## config.mk

```make
export PLATFORM = sky130hd
export DESIGN_NAME = inst_fetch
export DESIGN_NICKNAME = d
export VERILOG_FILES = /design/src/rtl/inst_fetch.sv
export SDC_FILE = /design/constraint.sdc
export NUM_CORES = 1
export LEC_CHECK = 0
export CORE_MARGIN = 10
export CORE_UTILIZATION = 45
export CTS_CLUSTER_SIZE = 40
export DETAILED_ROUTE_END_ITERATION = 10
export PLACE_DENSITY = 0.83
export SYNTH_ARGS = -nofsm -noshare
export SYNTH_HDL_FRONTEND = slang
export SYNTH_SLANG_ARGS = --single-unit
export TNS_END_PERCENT = 20
```

## constraint.sdc

```tcl
create_clock -name CLK -period 6.5 [get_ports CLK]
set_clock_uncertainty 0.1 [all_clocks]
set_input_delay 1.3 -clock CLK [delete_from_list [all_inputs] [get_ports CLK]]
set_output_delay 1.3 -clock CLK [all_outputs]
set_load 0.02 [all_outputs]
```

## src/rtl/inst_fetch.sv

```systemverilog
// ---------------------------------------------------------------------------
// InstFetch -- instruction fetch unit with a single-entry instruction register
//
// Sends a byte address to a combinational big-endian instruction memory and
// captures the returned word into IR. IR is handed downstream with a
// valid/ready handshake. Three states:
//   RUN   : fetching normally
//   HALT  : entered after loading a word whose opcode is 6'b111111
//   FAULT : entered on a fetch from a misaligned or out-of-range pc; only
//           Reset leaves it
//
// Ports
//   CLK          in   clock, all registers update on the rising edge
//   Reset        in   synchronous active-high reset
//   pc           out  [31:0] byte address to instruction memory
//   InsMemRW     out  0 = memory read enabled, 1 = memory output forced to 0
//   inst_in      in   [31:0] word returned by memory for pc
//   redirect     in   branch/jump redirect request
//   redirect_pc  in   [31:0] redirect target
//   IR           out  [31:0] instruction register
//   ir_pc        out  [31:0] address of the instruction in IR
//   ir_valid     out  IR holds an unconsumed instruction
//   ir_ready     in   downstream accepts IR this cycle
//   fault        out  sticky fetch fault
//   halted       out  block is in HALT
//
// Optional feature: define INST_FETCH_PERF_EN to add the performance counters
//   fetch_count  out  [31:0] number of successful IR loads
//   stall_count  out  [31:0] RUN cycles with IR held by downstream
// ---------------------------------------------------------------------------
module inst_fetch #(
    parameter logic [31:0] RESET_PC   = 32'h0000_0000,
    parameter logic [31:0] ADDR_LIMIT = 32'd100
) (
    input  logic        CLK,
    input  logic        Reset,
    output logic [31:0] pc,
    output logic        InsMemRW,
    input  logic [31:0] inst_in,
    input  logic        redirect,
    input  logic [31:0] redirect_pc,
    output logic [31:0] IR,
    output logic [31:0] ir_pc,
    output logic        ir_valid,
    input  logic        ir_ready,
    output logic        fault,
    output logic        halted
`ifdef INST_FETCH_PERF_EN
    ,
    output logic [31:0] fetch_count,
    output logic [31:0] stall_count
`endif
);

    typedef enum logic [1:0] {
        RUN   = 2'd0,
        HALT  = 2'd1,
        FAULT = 2'd2
    } state_t;

    localparam logic [5:0] HALT_OPCODE = 6'b111111;

    state_t state;
    state_t state_next;
    logic   take_redirect;
    logic   load;
    logic   fault_hit;
    logic   pc_illegal;

    // The upper-bound test is widened to 33 bits so that a pc near 2^32
    // cannot wrap around and look legal.
    assign pc_illegal = (pc[1:0] != 2'b00) ||
                        (({1'b0, pc} + 33'd3) > {1'b0, ADDR_LIMIT});

    // Memory is disabled whenever no fetch can happen, including during reset.
    assign InsMemRW = Reset || (state != RUN);
    assign halted   = (state == HALT);

    // State register.
    always_ff @(posedge CLK) begin
        if (Reset) begin
            state <= RUN;
        end else begin
            state <= state_next;
        end
    end

    // Next-state logic and per-cycle action decode. A redirect pre-empts the
    // fetch slot; FAULT ignores everything until reset.
    always_comb begin
        state_next    = state;
        take_redirect = 1'b0;
        load          = 1'b0;
        fault_hit     = 1'b0;
        case (state)
            RUN: begin
                if (redirect) begin
                    take_redirect = 1'b1;
                end else if (!ir_valid || ir_ready) begin
                    if (pc_illegal) begin
                        fault_hit  = 1'b1;
                        state_next = FAULT;
                    end else begin
                        load = 1'b1;
                        if (inst_in[31:26] == HALT_OPCODE) begin
                            state_next = HALT;
                        end
                    end
                end
            end
            HALT: begin
                if (redirect) begin
                    take_redirect = 1'b1;
                    state_next    = RUN;
                end
            end
            FAULT: begin
                state_next = FAULT;
            end
            default: begin
                state_next = RUN;
            end
        endcase
    end

    // Datapath. A consumed IR with no replacement load simply goes invalid;
    // a redirect drops IR whether or not downstream took it this cycle.
    always_ff @(posedge CLK) begin
        if (Reset) begin
            pc       <= RESET_PC;
            IR       <= 32'h0;
            ir_pc    <= 32'h0;
            ir_valid <= 1'b0;
            fault    <= 1'b0;
        end else if (take_redirect) begin
            pc       <= redirect_pc;
            ir_valid <= 1'b0;
        end else if (load) begin
            IR       <= inst_in;
            ir_pc    <= pc;
            ir_valid <= 1'b1;
            pc       <= pc + 32'd4;
        end else if (fault_hit) begin
            ir_valid <= 1'b0;
            fault    <= 1'b1;
        end else if (ir_valid && ir_ready) begin
            ir_valid <= 1'b0;
        end
    end

`ifdef INST_FETCH_PERF_EN
    // Performance counters, free-running modulo 2^32.
    always_ff @(posedge CLK) begin
        if (Reset) begin
            fetch_count <= 32'h0;
            stall_count <= 32'h0;
        end else begin
            if (load) begin
                fetch_count <= fetch_count + 32'd1;
            end
            if ((state == RUN) && ir_valid && !ir_ready) begin
                stall_count <= stall_count + 32'd1;
            end
        end
    end
`endif

endmodule

```

== Yosys cells after proc, flatten, opt, wreduce, memory -nomap -nowiden ==
Cells that the tools add are included.

* Register bits after elaboration: 100
* Bits of input ports: 68
* Word-level logic and storage cells: 54

* Add/subtract/negate cells: 2
* $lt $le $gt $ge: 1
* Equal/unequal tests: 7
* Mux-type cells: 21
* Bitwise gates (word level): 2
* Reduce and logical (&&, ||, !) cells: 15

{| class="wikitable"
|+ Operators with widths
! kind !! number
|-
| two-way mux 32 bit || 2
|-
| adder 32 x 2 -> 33 bit (second input constant) || 1
|-
| > comparator 33 x 7 -> 1 bit (second input constant) || 1
|-
| adder 32 x 3 -> 32 bit (second input constant) || 1
|-
| two-way mux 1 bit || 13
|-
| two-way mux 2 bit || 5
|-
| == test 6 bit (second input constant) || 1
|-
| inequality test 2 bit (second input constant) || 3
|-
| one-hot mux 2 bit (3 select lines) || 1
|-
| nonzero test 2 bit || 3
|-
| AND reduction 4 bit || 1
|-
| OR reduction 2 bit || 2
|-
| logical OR 1 bit || 3
|-
| inequality test 3 bit (second input constant) || 1
|-
| AND reduction 3 bit || 1
|-
| nonzero test 3 bit || 1
|-
| == test 2 x 1 -> 1 bit (second input constant) || 1
|-
| == test 2 bit (second input constant) || 1
|-
| zero test 2 bit || 1
|-
| NOT 1 bit || 2
|-
| AND reduction 2 bit || 1
|-
| logical AND 1 bit || 1
|-
| zero test 1 bit || 1
|}

== Longest topological paths before layout ==
* Depth after elaboration: 9
* Gate-level depth with buffers: 12

== Worst setup path before layout ==
Ideal clock, no wire load.

* Path kind: reg2reg
* Start: reg pc[3]
* End: reg pc[6]
* Setup time: 130 ps
* Arrival time: 3,301 ps
* Setup slack: 2,968 ps
* Stages on the path, launching flop included: 12
* Buffers on the path: 2
* Period minus slack after synthesis: 3,532 ps
* Cells stage by stage: dfxtp_1 > ha_1 > buf_2 > o2111a_1 > or3b_4 > o31ai_2 > o2111ai_1 > or4_1 > buf_2 > or4b_4 > o41ai_1 > a211oi_1

* Cells in the longest elaborated chain, start to end: 8

{| class="wikitable"
|+ RTL lines
! what !! RTL line !! text
|-
| start: declaration || 37 || <nowiki>output logic [31:0] pc,</nowiki>
|-
| start signal: assignment || 136 || <nowiki>pc <= redirect_pc;</nowiki>
|-
| start signal: assignment || 142 || <nowiki>pc <= pc + 32'd4;</nowiki>
|-
| adder 32 x 2 -> 33 bit || 73 || <nowiki>(({1'b0, pc} + 33'd3) > {1'b0, ADDR_LIMIT});</nowiki>
|-
| > comparator 33 x 7 -> 1 bit || 73 ||
|-
| logical OR 1 bit || 72 || <nowiki>assign pc_illegal = (pc[1:0] != 2'b00) ||</nowiki>
|-
| two-way mux 1 bit || 100 || <nowiki>if (pc_illegal) begin</nowiki>
|-
| two-way mux 1 bit || 99 || <nowiki>end else if (!ir_valid || ir_ready) begin</nowiki>
|-
| two-way mux 1 bit || 97 || <nowiki>if (redirect) begin</nowiki>
|-
| two-way mux 1 bit || 95 || <nowiki>case (state)</nowiki>
|-
| nonzero test 2 bit (no source line) || n/a ||
|}

Several ways; a longest one is shown, not always the timed one. The select of a mux whose other input is x is not followed.
A chain may end at the register's enable or synchronous reset.

== Final worst setup path ==
* Start: in ir_ready
* End: reg IR[13]

* Cells in the longest elaborated chain, start to end: 5

{| class="wikitable"
|+ RTL lines
! what !! RTL line !! text
|-
| start: declaration || 45 || <nowiki>input logic ir_ready,</nowiki>
|-
| logical OR 1 bit || 99 ||
|-
| two-way mux 1 bit || 99 ||
|-
| two-way mux 1 bit || 97 ||
|-
| two-way mux 1 bit || 95 ||
|-
| AND reduction 2 bit (no source line) || n/a ||
|-
| end signal: assignment || 139 || <nowiki>IR <= inst_in;</nowiki>
|-
| end: declaration || 42 || <nowiki>output logic [31:0] IR,</nowiki>
|}

No other way between the ends.

==> results.md <==
* Final slew viol count at 0
* Setup_tns at 0 ns
* Worst endpoint required time at 6.63 ns
* Buf+Inv Stages, Crit Path at 2
* Largest delay share family, worst path: simple AND/OR/NAND/NOR gates
* Sequential area share after synthesis at 0.479
* Final period util at 0.698
* Post-CTS Setup Bufs at 0
* CTS Root Cell: clkbuf_8
* First-pass iteration count of the detailed router at 5
* Critical Path Source Type: primary input
* GRT Util Overall at 0.198
* Initial drt markers at 202
* Post-CTS sizing at 0
* Vias per inst at 5.46
* Clock Latency Late Sink at 0.36 ns
* Die H at 116 um
* Crit. End Element: flop
* Peak Freq at 220 MHz
* Die area at between 0.01 and 0.015 mm^2
* Vias in the first global route at 4102
* Cell variety after synth at 56
* RSZ-0062 raised after global routing: false
* # DRC at 0
* Final Hold Fails at 0
* Worst path most repeated cell: nor2_1
* Post-synth EDFFs at 0
* Most frequent cells in the layout: clkdlybuf4s50_1, dfxtp_1, nand2_1, nor2_1, mux2i_1
* Inserted Diodes at 0
* Syn Nets at 539
* Total global routing overflow at 0
* Dpl ws at around 1.6 ns
* Top Ports at 168
* Hpwl dp at 9.94 mm
* Hold Path Class: reg -> reg
* Multi-input gate area at 0.00202 mm^2
* Final instance area at ~0.006 mm^2
* PortBufs at 167
* Synth warn at 0
* Routed len/inst at 17.9 um
* Placed cell areas at 0.00589 mm^2
* Tmin final at around 4.5 ns
* Antenna-violating nets left at 0
* First-pass GRT wire length at ~21 mm
* Synth Cell Area at 0.00418 mm^2
* Detailed Route WL at roughly 13 mm
* # nets final at 691
* Vias at 4029
* Filler cells at between 700 and 800
* Syn avg cell area at a little under 9 um^2
* Post-synth top flop: dfxtp_1
* TritonCTS buffer count at 9
* Row count at 35
* Register Area at 0.00200 mm^2
* Ratio of cells with drive above 1 in the final layout at 0.0542
* Die width at 116 um
* Register bit count reported by yosys at 100
* Routability Congestion at a little under 1
* Pleak at 2.11 nW
* Crit Path Max Fanout at 34
* Crit path max-delay cell type: nor2_4
* Initial antenna violation count at 1
* Slew HR at 0.258
* Commonest non-fill, non-tap cell in the layout: clkdlybuf4s50_1
* Clock Sink Count at 100
* Final Setup Violations at 0
* Htree depth at 3
* Initial Util at 0.457
* Actual slew at the worst max-slew pin at 1.11 ns
* Async SR Flop Fraction at 0
* VDD IR max at 0.121 mV
* Synth-to-layout area growth at 46.4%
* Max stage delay on crit path at ~0.87 ns
* Clk slew on worst S/H paths at 0.11 ns
* Cells along the critical path: clkdlybuf4s50_1 -> nor2_1 -> nor4_1 -> o21ai_0 -> or4bb_1 -> nor2_4 -> buf_4 -> mux2i_1 -> nor2_1
* CTS tree: yes
* Arr. time, crit path at 4.67 ns
* Final Power at 0.00125 W
* Max_cap viols at 0
* CTS Buffer Depth at 2
* Run status: completed
* Syn Inst Count at 470
* Largest net degree at the start of global routing at 74
* Area of the core at just over 0.009 mm^2
* Setup WS post-layout at 1.96 ns
* PD cells at between 200 and 250 mW/mm^2
* Crit Path Class: in -> reg
* Cts-stage hold buffer count at 0
logic make-up (layout without fill, tap and decap cells):
family,Yosys count,count (layout),share of synthesized area
buf+inv,38,195,0.0383
mux,40,40,0.0960
simple gates,219,219,0.271
compound gates,68,68,0.104
flops,100,100,0.479
xor+xnor,4,4,0.00838
fa+ha+maj,1,1,0.00299
worst register-to-register path: stages (launching register included):
cell and delay, ns:
dfxtp_1 0.55, ha_1 0.40, o2111a_1 0.30, or3b_4 0.42, nor4_1 0.33, o2bb2a_1 0.24, or4bb_1 0.51, nor2_4 0.87
buf_4 0.40, mux2i_1 0.23, nor2_1 0.05
area by class of cell:
| cell class | instances | area share |
|---|---|---|
| multi-input cells | 332 | 0.330 |
| flip-flops and latches | 100 | 0.327 |
| repair buffers | 172 | 0.278 |
| well taps | 111 | 0.0227 |
| clock buffers | 9 | 0.0202 |
| clock inverters | 7 | 0.0172 |
| inverters | 7 | 0.00429 |
synth_stat cells (all sizes together), types with 3 or more instances:
cell type  number  area, um^2
and3            3        18.8
a211oi          4        30.0
xnor2           3        26.3
and2           28         175
or3             4        25.0
nand4          15         109
nor2           51         199
clkbuf         19        71.3
inv             7        26.3
buf            12        62.6
o21ai           7        38.8
nand3          14        70.1
nand2          68         255
a21oi          35         175
or4             5        37.5
dfxtp         100        2000
nor4           11        90.1
mux2i          39         390
nor3            6        35.0
a31oi           3        18.8
where the power goes:
group          switching (W)  internal, W  total (W)
clock               0.000240     0.000191   0.000432
sequential         0.0000287     0.000627   0.000656
combinational      0.0000754    0.0000847   0.000160
total               0.000345     0.000903    0.00125
registers in the layout (all words and copies together) (netlist names):
name and flops:
fault 1, pc 32, IR 32, ir_valid 1, ir_pc 32, state 2
metal layers:
metal  share of wire  GRT usage  up-vias
li1                -          -     1947
met1            0.37      0.211     1875
met2            0.47      0.316      182
met3            0.15      0.122       23
met4           0.019     0.0634        2
met5         0.00099          0        -
worst paths after layout:
path / end / cells past startpoint / startpoint / slack [ns]
worst min register to register: ir_pc[7] / 1 / ir_pc[7] / 0.37
worst max register to register: IR[13] / 10 / pc[2] / 1.99
worst max-delay path: IR[13] / 9 / ir_ready / 1.96
worst min-delay path: ir_pc[7] / 1 / ir_pc[7] / 0.37
per-stage QoR:
stage                     hold slack [ns]  utilization  std cells
final                               0.374        0.669        738
after global placement              0.341        0.644        722
after global routing                0.385        0.669        738
after detailed placement            0.343        0.644        722
after floorplan                     0.353            -        470
after CTS                           0.372        0.669        738
(Power assumes the default switching activity.)
